### config.mk
export PLATFORM = sky130hd
export DESIGN_NAME = ps2_char_ctrl_flat
export DESIGN_NICKNAME = d
export VERILOG_FILES = /design/src/rtl/ps2_char_ctrl_if.sv /design/src/rtl/ps2_char_ctrl.sv /design/src/flat_wrapper.sv
export SDC_FILE = /design/constraint.sdc
export NUM_CORES = 1
export LEC_CHECK = 0
export ABC_CLOCK_PERIOD_IN_PS = 4070
export CAP_MARGIN = 5
export CORE_MARGIN = 1.5
export CORE_UTILIZATION = 58
export DETAILED_ROUTE_END_ITERATION = 12
export PLACE_DENSITY = 0.83
export SYNTH_ARGS = -nofsm -noshare
export SYNTH_HDL_FRONTEND = slang
export SYNTH_SLANG_ARGS = --single-unit
### constraint.sdc
create_clock -name clk25 -period 4.07 [get_ports clk25]
set_input_delay 1.221 -clock clk25 [delete_from_list [all_inputs] [get_ports clk25]]
set_output_delay 1.221 -clock clk25 [all_outputs]
set_load 0.01 [all_outputs]
### src/rtl/ps2_char_ctrl_if.sv
// Scan-byte input and key/event outputs of the PS/2 character controller.
// master drives scan bytes and observes outputs; slave is the controller.
interface ps2_char_ctrl_if;
    logic [7:0] scan_byte;
    logic       scan_valid;
    logic [1:0] char;
    logic       active;
    logic [3:0] key_down;
    logic       event_valid;
    logic [1:0] event_char;
    logic       event_make;
    logic       err;

    modport master (
        output scan_byte, scan_valid,
        input  char, active, key_down, event_valid, event_char, event_make, err
    );

    modport slave (
        input  scan_byte, scan_valid,
        output char, active, key_down, event_valid, event_char, event_make, err
    );
endinterface

### src/rtl/ps2_char_ctrl.sv
// PS/2 scan-code parser tracking four character keys (make/break/extended prefixes).
// Define TYPEMATIC_EN to report repeated make codes of already-held keys.
module ps2_char_ctrl #(
    parameter int unsigned TIMEOUT = 25000
) (
    input logic            clk25,
    input logic            reset,
    ps2_char_ctrl_if.slave bus
);
    localparam logic [15:0] TimeoutLast = 16'(TIMEOUT - 1);

    typedef enum logic [1:0] {StIdle, StBreak, StExt, StExtBreak} state_e;

    state_e      state_q, state_d;
    logic [15:0] cnt_q, cnt_d;
    logic        timeout;
    logic        is_key;
    logic [1:0]  key_idx;
    logic        do_make, do_break, make_ok;
    logic [3:0]  remaining;

    logic [1:0]  char_q, char_d;
    logic        active_q;
    logic [3:0]  key_down_q, key_down_d;
    logic        event_valid_q, event_valid_d;
    logic [1:0]  event_char_q, event_char_d;
    logic        event_make_q, event_make_d;
    logic        err_q, err_d;

    always_comb begin
        is_key  = 1'b1;
        key_idx = 2'd0;
        case (bus.scan_byte)
            8'h16:   key_idx = 2'd0;
            8'h1E:   key_idx = 2'd1;
            8'h26:   key_idx = 2'd2;
            8'h25:   key_idx = 2'd3;
            default: is_key  = 1'b0;
        endcase
    end

    assign timeout = (state_q != StIdle) && (cnt_q == TimeoutLast);

    always_ff @(posedge clk25 or posedge reset) begin
        if (reset) begin
            state_q <= StIdle;
            cnt_q   <= 16'd0;
        end else begin
            state_q <= state_d;
            cnt_q   <= cnt_d;
        end
    end

    // A byte arriving in the timeout cycle wins over the timeout.
    always_comb begin
        state_d = state_q;
        cnt_d   = cnt_q;
        if (bus.scan_valid) begin
            cnt_d = 16'd0;
            case (state_q)
                StIdle: begin
                    if (bus.scan_byte == 8'hF0)      state_d = StBreak;
                    else if (bus.scan_byte == 8'hE0) state_d = StExt;
                end
                StBreak: begin
                    if (bus.scan_byte == 8'hE0)      state_d = StExt;
                    else if (bus.scan_byte != 8'hF0) state_d = StIdle;
                end
                StExt: begin
                    if (bus.scan_byte == 8'hF0)      state_d = StExtBreak;
                    else if (bus.scan_byte != 8'hE0) state_d = StIdle;
                end
                StExtBreak: begin
                    if (bus.scan_byte == 8'hE0)      state_d = StExt;
                    else if (bus.scan_byte != 8'hF0) state_d = StIdle;
                end
                default: state_d = StIdle;
            endcase
        end else if (state_q == StIdle) begin
            cnt_d = 16'd0;
        end else if (timeout) begin
            state_d = StIdle;
            cnt_d   = 16'd0;
        end else begin
            cnt_d = cnt_q + 16'd1;
        end
    end

    assign do_make   = bus.scan_valid && (state_q == StIdle) && is_key;
    assign do_break  = bus.scan_valid && (state_q == StBreak) && is_key;
    assign remaining = key_down_q & ~(4'b0001 << key_idx);

`ifdef TYPEMATIC_EN
    assign make_ok = 1'b1;
`else
    assign make_ok = !key_down_q[key_idx];
`endif

    always_comb begin
        key_down_d    = key_down_q;
        char_d        = char_q;
        event_valid_d = 1'b0;
        event_char_d  = event_char_q;
        event_make_d  = event_make_q;
        err_d         = timeout && !bus.scan_valid;
        if (do_make && make_ok) begin
            key_down_d[key_idx] = 1'b1;
            char_d              = key_idx;
            event_valid_d       = 1'b1;
            event_char_d        = key_idx;
            event_make_d        = 1'b1;
        end else if (do_break && key_down_q[key_idx]) begin
            key_down_d    = remaining;
            event_valid_d = 1'b1;
            event_char_d  = key_idx;
            event_make_d  = 1'b0;
            // Releasing the shown key falls back to the lowest held key, if any.
            if (key_idx == char_q && remaining != 4'b0000) begin
                if (remaining[0])      char_d = 2'd0;
                else if (remaining[1]) char_d = 2'd1;
                else if (remaining[2]) char_d = 2'd2;
                else                   char_d = 2'd3;
            end
        end
    end

    always_ff @(posedge clk25 or posedge reset) begin
        if (reset) begin
            char_q        <= 2'd0;
            active_q      <= 1'b0;
            key_down_q    <= 4'd0;
            event_valid_q <= 1'b0;
            event_char_q  <= 2'd0;
            event_make_q  <= 1'b0;
            err_q         <= 1'b0;
        end else begin
            char_q        <= char_d;
            active_q      <= |key_down_d;
            key_down_q    <= key_down_d;
            event_valid_q <= event_valid_d;
            event_char_q  <= event_char_d;
            event_make_q  <= event_make_d;
            err_q         <= err_d;
        end
    end

    assign bus.char        = char_q;
    assign bus.active      = active_q;
    assign bus.key_down    = key_down_q;
    assign bus.event_valid = event_valid_q;
    assign bus.event_char  = event_char_q;
    assign bus.event_make  = event_make_q;
    assign bus.err         = err_q;
endmodule

### src/flat_wrapper.sv
// flat-port wrapper written by rule: the top's interface ports become plain ports
module ps2_char_ctrl_flat 
#(
    parameter int unsigned TIMEOUT = 25000
)
  (clk25, reset, bus_scan_byte, bus_scan_valid, bus_char, bus_active, bus_key_down, bus_event_valid, bus_event_char, bus_event_make, bus_err);
  ps2_char_ctrl_if bus_i ();
  input logic clk25;
  input logic reset;
  input wire logic [$bits(bus_i.scan_byte)-1:0] bus_scan_byte;
  input wire logic [$bits(bus_i.scan_valid)-1:0] bus_scan_valid;
  output wire logic [$bits(bus_i.char)-1:0] bus_char;
  output wire logic [$bits(bus_i.active)-1:0] bus_active;
  output wire logic [$bits(bus_i.key_down)-1:0] bus_key_down;
  output wire logic [$bits(bus_i.event_valid)-1:0] bus_event_valid;
  output wire logic [$bits(bus_i.event_char)-1:0] bus_event_char;
  output wire logic [$bits(bus_i.event_make)-1:0] bus_event_make;
  output wire logic [$bits(bus_i.err)-1:0] bus_err;
  assign bus_i.scan_byte = bus_scan_byte;
  assign bus_i.scan_valid = bus_scan_valid;
  assign bus_char = bus_i.char;
  assign bus_active = bus_i.active;
  assign bus_key_down = bus_i.key_down;
  assign bus_event_valid = bus_i.event_valid;
  assign bus_event_char = bus_i.event_char;
  assign bus_event_make = bus_i.event_make;
  assign bus_err = bus_i.err;
  ps2_char_ctrl #(.TIMEOUT(TIMEOUT)) u_core (.clk25(clk25), .reset(reset), .bus(bus_i));
endmodule
Yosys cells after proc, flatten, opt, wreduce, memory -nomap -nowiden
Index checks and enable logic that the tools add are counted.
{ "totals": {"ff_bits": 30, "out_inout_bits": 12, "word_cells": 89, "in_bits": 11} }
{ "op_classes": {"addsub": 1, "shifts": 1, "bitwise_logic": 3, "reduce_logical": 23, "eq_ne": 17, "order_cmp": 2, "mux": 33} }
{ "op_table": {"columns": ["op", "count"], "rows": [
  ["$mux W16", 3],
  ["$mux W2", 16],
  ["$add A16 B1 Y16 const B", 1],
  ["$eq A16 B15 Y1 const B", 1],
  ["$eq A8 B5 Y1 const B", 2],
  ["$eq A8 B6 Y1 const B", 2],
  ["$eq A8 B8 Y1 const B", 2],
  ["$ne A8 B8 Y1 const B", 2],
  ["$pmux W2 S3", 2],
  ["$logic_and A1 B1 Y1", 10],
  ["$mux W1", 8],
  ["$mux W4", 2],
  ["$ne A4 B2 Y1 const B", 2],
  ["$reduce_bool A2 Y1", 4],
  ["$reduce_or A4 Y1", 2],
  ["$reduce_and A5 Y1", 1],
  ["$and A4 B4 Y4", 1],
  ["$eq A2 B2 Y1 const B", 2],
  ["$not A4 Y4", 1],
  ["$or A4 B4 Y4", 1],
  ["$reduce_bool A4 Y1", 1],
  ["$shl A1 B2 Y4 const A", 1],
  ["$lt A2 B3 Y1 const B", 1],
  ["$ne A3 B1 Y1 const B", 1],
  ["other kinds (10)", 11]
]} }

Depth between registers and ports, before layout
{ "depth": {"word_depth": 11, "mapped_depth": 8, "mapped_depth_nobuf": 7} }

Worst setup path before layout
OpenSTA, ideal clock, no wires.
{ "synth_timing": {"path_kind": "in2reg", "from": "input bus_scan_byte[7]", "to": "register u_core.event_char_q[0] (netlist: u_core.bus.event_char[0])", "setup_slack_ns": 1.154, "path_stages": 7, "path_buffers": 1, "arrival_ns": 2.790, "required_time_ns": 3.945, "path_cell_list": "or3b_1 buf_2 o31ai_2 o221ai_2 or2_4 nand2_4 mux2_4"} }
{ "synth_via": {"elab_chain_len": 7, "word_cells_on_any_way": 17, "classes_between": "4 x eq/ne; 6 x mux; 7 x reduce/logical"} }
{ "synth_lines": {"columns": ["item", "line", "text"], "rows": [
  ["start, declared", "flat_wrapper.sv:10", "input wire logic [$bits(bus_i.scan_byte)-1:0] bus_scan_byte;"],
  ["$eq A8 B6 Y1 / $eq A8 B5 Y1 (equally long branches)", "ps2_char_ctrl.sv:33", "case (bus.scan_byte)"],
  ["$pmux W2 S3", "ps2_char_ctrl.sv:33", null],
  ["$bmux W1 S2", "ps2_char_ctrl.sv:96, ps2_char_ctrl.sv:112", null],
  ["$mux W1 (not written as such)", "ps2_char_ctrl.sv:96, ps2_char_ctrl.sv:112", null],
  ["$logic_not A1 Y1", "ps2_char_ctrl.sv:96", "assign make_ok = !key_down_q[key_idx];"],
  ["$logic_and A1 B1 Y1", "ps2_char_ctrl.sv:106", "if (do_make && make_ok) begin"],
  ["$mux W2 / $reduce_bool A2 Y1 (equally long branches)", null, null],
  ["end signal, assigned", "ps2_char_ctrl.sv:141", "event_char_q <= event_char_d;"],
  ["end, declared", "ps2_char_ctrl.sv:26", "logic [1:0] event_char_q, event_char_d;"]
]} }
Parallel ways exist; a longest one is shown, timed or not. The select of a mux whose other input is x is not followed.
A chain may end at the register's enable or synchronous reset.

Final worst setup path
{ "layout_timing": {"from": "input bus_scan_byte[0]", "to": "register u_core.char_q[0] (netlist: u_core.bus.char[0])"} }
{ "layout_via": {"elab_chain_len": 11, "word_cells_on_any_way": 29, "classes_between": "5 x eq/ne; 1 x shift; 10 x mux; 2 x bitwise; 11 x reduce/logical"} }
{ "layout_lines": {"columns": ["item", "line", "text"], "rows": [
  ["$eq A8 B6 Y1 / $eq A8 B5 Y1 (equally long branches)", "ps2_char_ctrl.sv:33", null],
  ["$pmux W2 S3", "ps2_char_ctrl.sv:33", null],
  ["$shl A1 B2 Y4", "ps2_char_ctrl.sv:91", "assign remaining = key_down_q & ~(4'b0001 << key_idx);"],
  ["$not A4 Y4", "ps2_char_ctrl.sv:91", null],
  ["$and A4 B4 Y4", "ps2_char_ctrl.sv:91", null],
  ["$mux W1", "ps2_char_ctrl.sv:121", "else if (remaining[2]) char_d = 2'd2;"],
  ["$mux W2", "ps2_char_ctrl.sv:120", "else if (remaining[1]) char_d = 2'd1;"],
  ["$mux W2", "ps2_char_ctrl.sv:119", "if (remaining[0]) char_d = 2'd0;"],
  ["$mux W2", "ps2_char_ctrl.sv:118", "if (key_idx == char_q && remaining != 4'b0000) begin"],
  ["$mux W2", "ps2_char_ctrl.sv:112", "end else if (do_break && key_down_q[key_idx]) begin"],
  ["$mux W2", "ps2_char_ctrl.sv:106", null],
  ["end signal, assigned", "ps2_char_ctrl.sv:137", "char_q <= char_d;"],
  ["end, declared", "ps2_char_ctrl.sv:22", "logic [1:0] char_q, char_d;"]
]} }
Parallel ways exist; a longest one is shown, timed or not. The select of a mux whose other input is x is not followed.

==> metrics <==
status=finished, final reports clean; GRT Util Overall=between 20% and 30%; grt met3 use=7.71%; Startpoint Class=input port; share of cells above drive strength 1=10.1%; CTS Root Cell=clkbuf_4; antenna diode count=0; Die Ht=between 50 and 60 um; Vias/cell=6.14; Die W=57.6 um; Post-synth ARST share=100%; number of distinct library cells after synthesis=52; vias=roughly 1.5k; largest net degree at the start of global routing=31; Setup Viol. Count Final=0; placed cells=between 200 and 250; Cell Rows=19; wirelength, routed=3.97 mm; grt met1 use=36.8%; most numerous cell in the Yosys netlist=dfrtp_1; Clock Latency Late Sink=between 300 and 400 ps; vias in the first global route=1454; cell taking the most area after synthesis=dfrtp_1; Max Cap Viol=0; Post-Synthesis Cells=181; slowest cell delay on critical path=just over 600 ps; CP Capture Type=flop; CP required=4300 ps; time the worst path needs with I/O delays and setup=3260 ps; Synth Cell Area=1730 sq um; clock skew=9.28 ps; Least-Margin Pin Slew=1090 ps; Mapped Avg Cell Area=9.55 sq um; Yosys warning total=0; reg-to-reg slack, setup=1870 ps; Non-Filler Instances=between 200 and 250; die area=about 3300 sq um; period utilization=80.2%; global-route met2 utilization=42.2%; post-synthesis register bit count=30; Post-DRT Antenna Nets=0; Avg WL per Cell=around 17 um; Setup Crit Path Kind=in -> reg; worst-case clock buffer depth=2; post-detail-place hpwl=3.01 mm; CTS Buf Count=5; relative slew slack=about 27%; Hold Fails Final Rpt=0; Main synth FF type=dfrtp_1; routability-driven placement congestion ratio=0.937; final slew viol count=0; number of synthesized flops with an enable pin=0; sequential share of the synthesized area=43.4%; H-tree depth=2; CP cell instances=clkdlybuf4s50_1 -> nor2b_1 -> o211ai_1 -> a211oi_2 -> o2111ai_1 -> nand3b_1 -> a32oi_1; Final nets=220; Peak VDD IR=~0.31 mV; Max Freq=306 MHz; IO Count=23; DP Area=1980 sq um; Post-CTS Setup Bufs=0; GRT overflow=0; share of the synthesized area in the top cell type=43.4%; GRT busiest layer=met2; Slowest cell on crit path=clkdlybuf4s50_1; Post-Syn Nets=193; DR pass1 iterations=4; Post-CTS Hold Fix Bufs=0; unrepaired setup endpoints after global routing=no; first-pass GRT wire length=between 6 and 7 mm; setup TNS=0 ps; worst min path class=reg -> reg; Core Area=about 2800 sq um; critical path arrival=3490 ps; most frequent cells after synthesis=dfrtp_1 (30), nor2_1 (28), nand2_1 (12), xor2_1 (10); CP Max Fanout=8; Initial Util=62.2%; CTS tree=done; Clock Sinks=30; post-CTS sizing=0; DR DRC count=0; delay-heaviest family, CP=compound AO/OA/AOI/OAI gates; P per Cell Area=275 nW/um^2; Design Area, Final=around 2000 sq um; I/O Buffers=22; initial antenna violation count=0; synthesis-to-finish area growth=17.1%; synth top area cells=dfrtp_1 (43%), nor2_1 (6.1%), xor2_1 (5.1%), nand3_1 (2.6%), o21ai_0 (2.6%); critical path buffer and inverter count=1; Pleak=0.838 nW; DRT iter0 DRCs=62; CTS clock-pin slew for the worst setup and hold paths=80 ps
[final timing paths]
check / from / end / cells past startpoint
worst min-delay path: u_core.cnt_q[0] / u_core.cnt_q[0] / 1
max in group asynchronous: reset / u_core.bus.key_down[0] / 2
worst max register to register: u_core.cnt_q[0] / u_core.cnt_q[7] / 7
worst min register to register: u_core.cnt_q[0] / u_core.cnt_q[0] / 1
worst max-delay path: bus_scan_byte[0] / u_core.bus.char[0] / 7
min in group asynchronous: reset / u_core.cnt_q[12] / 2
[kinds of logic after synthesis]
group | Yosys count | share of synthesized area [%]
flip-flops | 30 | 43.4
adder cells (fa/ha/maj) | 1 | 0.723
multiplexers | 2 | 1.74
AND/OR/NAND/NOR | 87 | 28.1
buffers and inverters | 10 | 2.24
XOR/XNOR | 15 | 7.60
AO/OA/AOI/OAI | 36 | 16.2
[layer usage]
layer,part of all wire (%),up-vias
met5,0,-
met4,1.2,0
met3,4.1,6
met2,49,46
met1,45,711
li1,-,704
[cells in the final DEF, fill, tap and decap left out, types with 2 or more instances in the layout]
cell type | synthesis | final
a211o_1 | 2 | 2
a21boi_0 | 2 | 2
a22o_1 | 2 | 2
and2_1 | 2 | 2
and3_1 | 3 | 3
and3b_1 | 2 | 2
clkbuf_1 | 1 | 2
clkbuf_4 | 0 | 5
clkdlybuf4s50_1 | 0 | 22
dfrtp_1 | 30 | 30
inv_1 | 8 | 8
mux2_4 | 2 | 2
nand2_1 | 12 | 12
nand3_1 | 9 | 9
nand3b_1 | 3 | 3
nand4_1 | 4 | 4
nor2_1 | 28 | 28
nor2b_1 | 4 | 4
nor3_1 | 4 | 4
nor3b_2 | 2 | 2
nor4_1 | 2 | 2
nor4b_1 | 2 | 2
o21ai_0 | 9 | 9
o21ai_1 | 4 | 4
o22ai_1 | 2 | 2
xnor2_1 | 5 | 5
xor2_1 | 10 | 10
[power breakdown]
group	internal, mW	switching, mW	leakage (nW)
logic	0.0435	0.0420	0.417
registers	0.307	0.00875	0.396
clock network	0.0650	0.0910	0.0254
[final cells by class]
class | instances | area (sq um)
Sequential cell | 30 | 751
Multi-Input combinational cell | 141 | 940
Tap cell | 31 | 38.8
Timing Repair Buffer | 22 | 220
Inverter | 8 | 30.0
Clock buffer | 7 | 45.0
Fill cell | 224 | 757
[worst reg2reg max path, cell delays in order (launching register included)]
cell	delay [ps]
dfrtp_1	370
ha_1	240
nand3_1	120
nor3_1	190
nand4_1	170
and2_1	240
o21ai_1	550
nor2_1	150
[state kept, by name (all words and copies together), names as in the netlist]
name and count:
u_core.bus.event_char 2, u_core.bus.event_make 1, u_core.bus.event_valid 1, u_core.bus.active 1, u_core.bus.char 2, u_core.bus.key_down 4, u_core.cnt_q 16, u_core.bus.err 1
u_core.state_q 2
[metrics by stage]
| step | utilization, % | setup WS, ps | power [mW] | hold slack, ps |
|---|---|---|---|---|
| floorplan | - | 1150 | 0.364 | 433 |
| global placement | 71.2 | 658 | 0.402 | 451 |
| detailed placement | 71.2 | 497 | 0.407 | 453 |
| CTS | 72.8 | 826 | 0.561 | 464 |
| global route | 72.8 | 679 | 0.586 | 487 |
| finish | 72.8 | 807 | 0.557 | 464 |
Note: power is estimated with default switching activity, not from simulation.
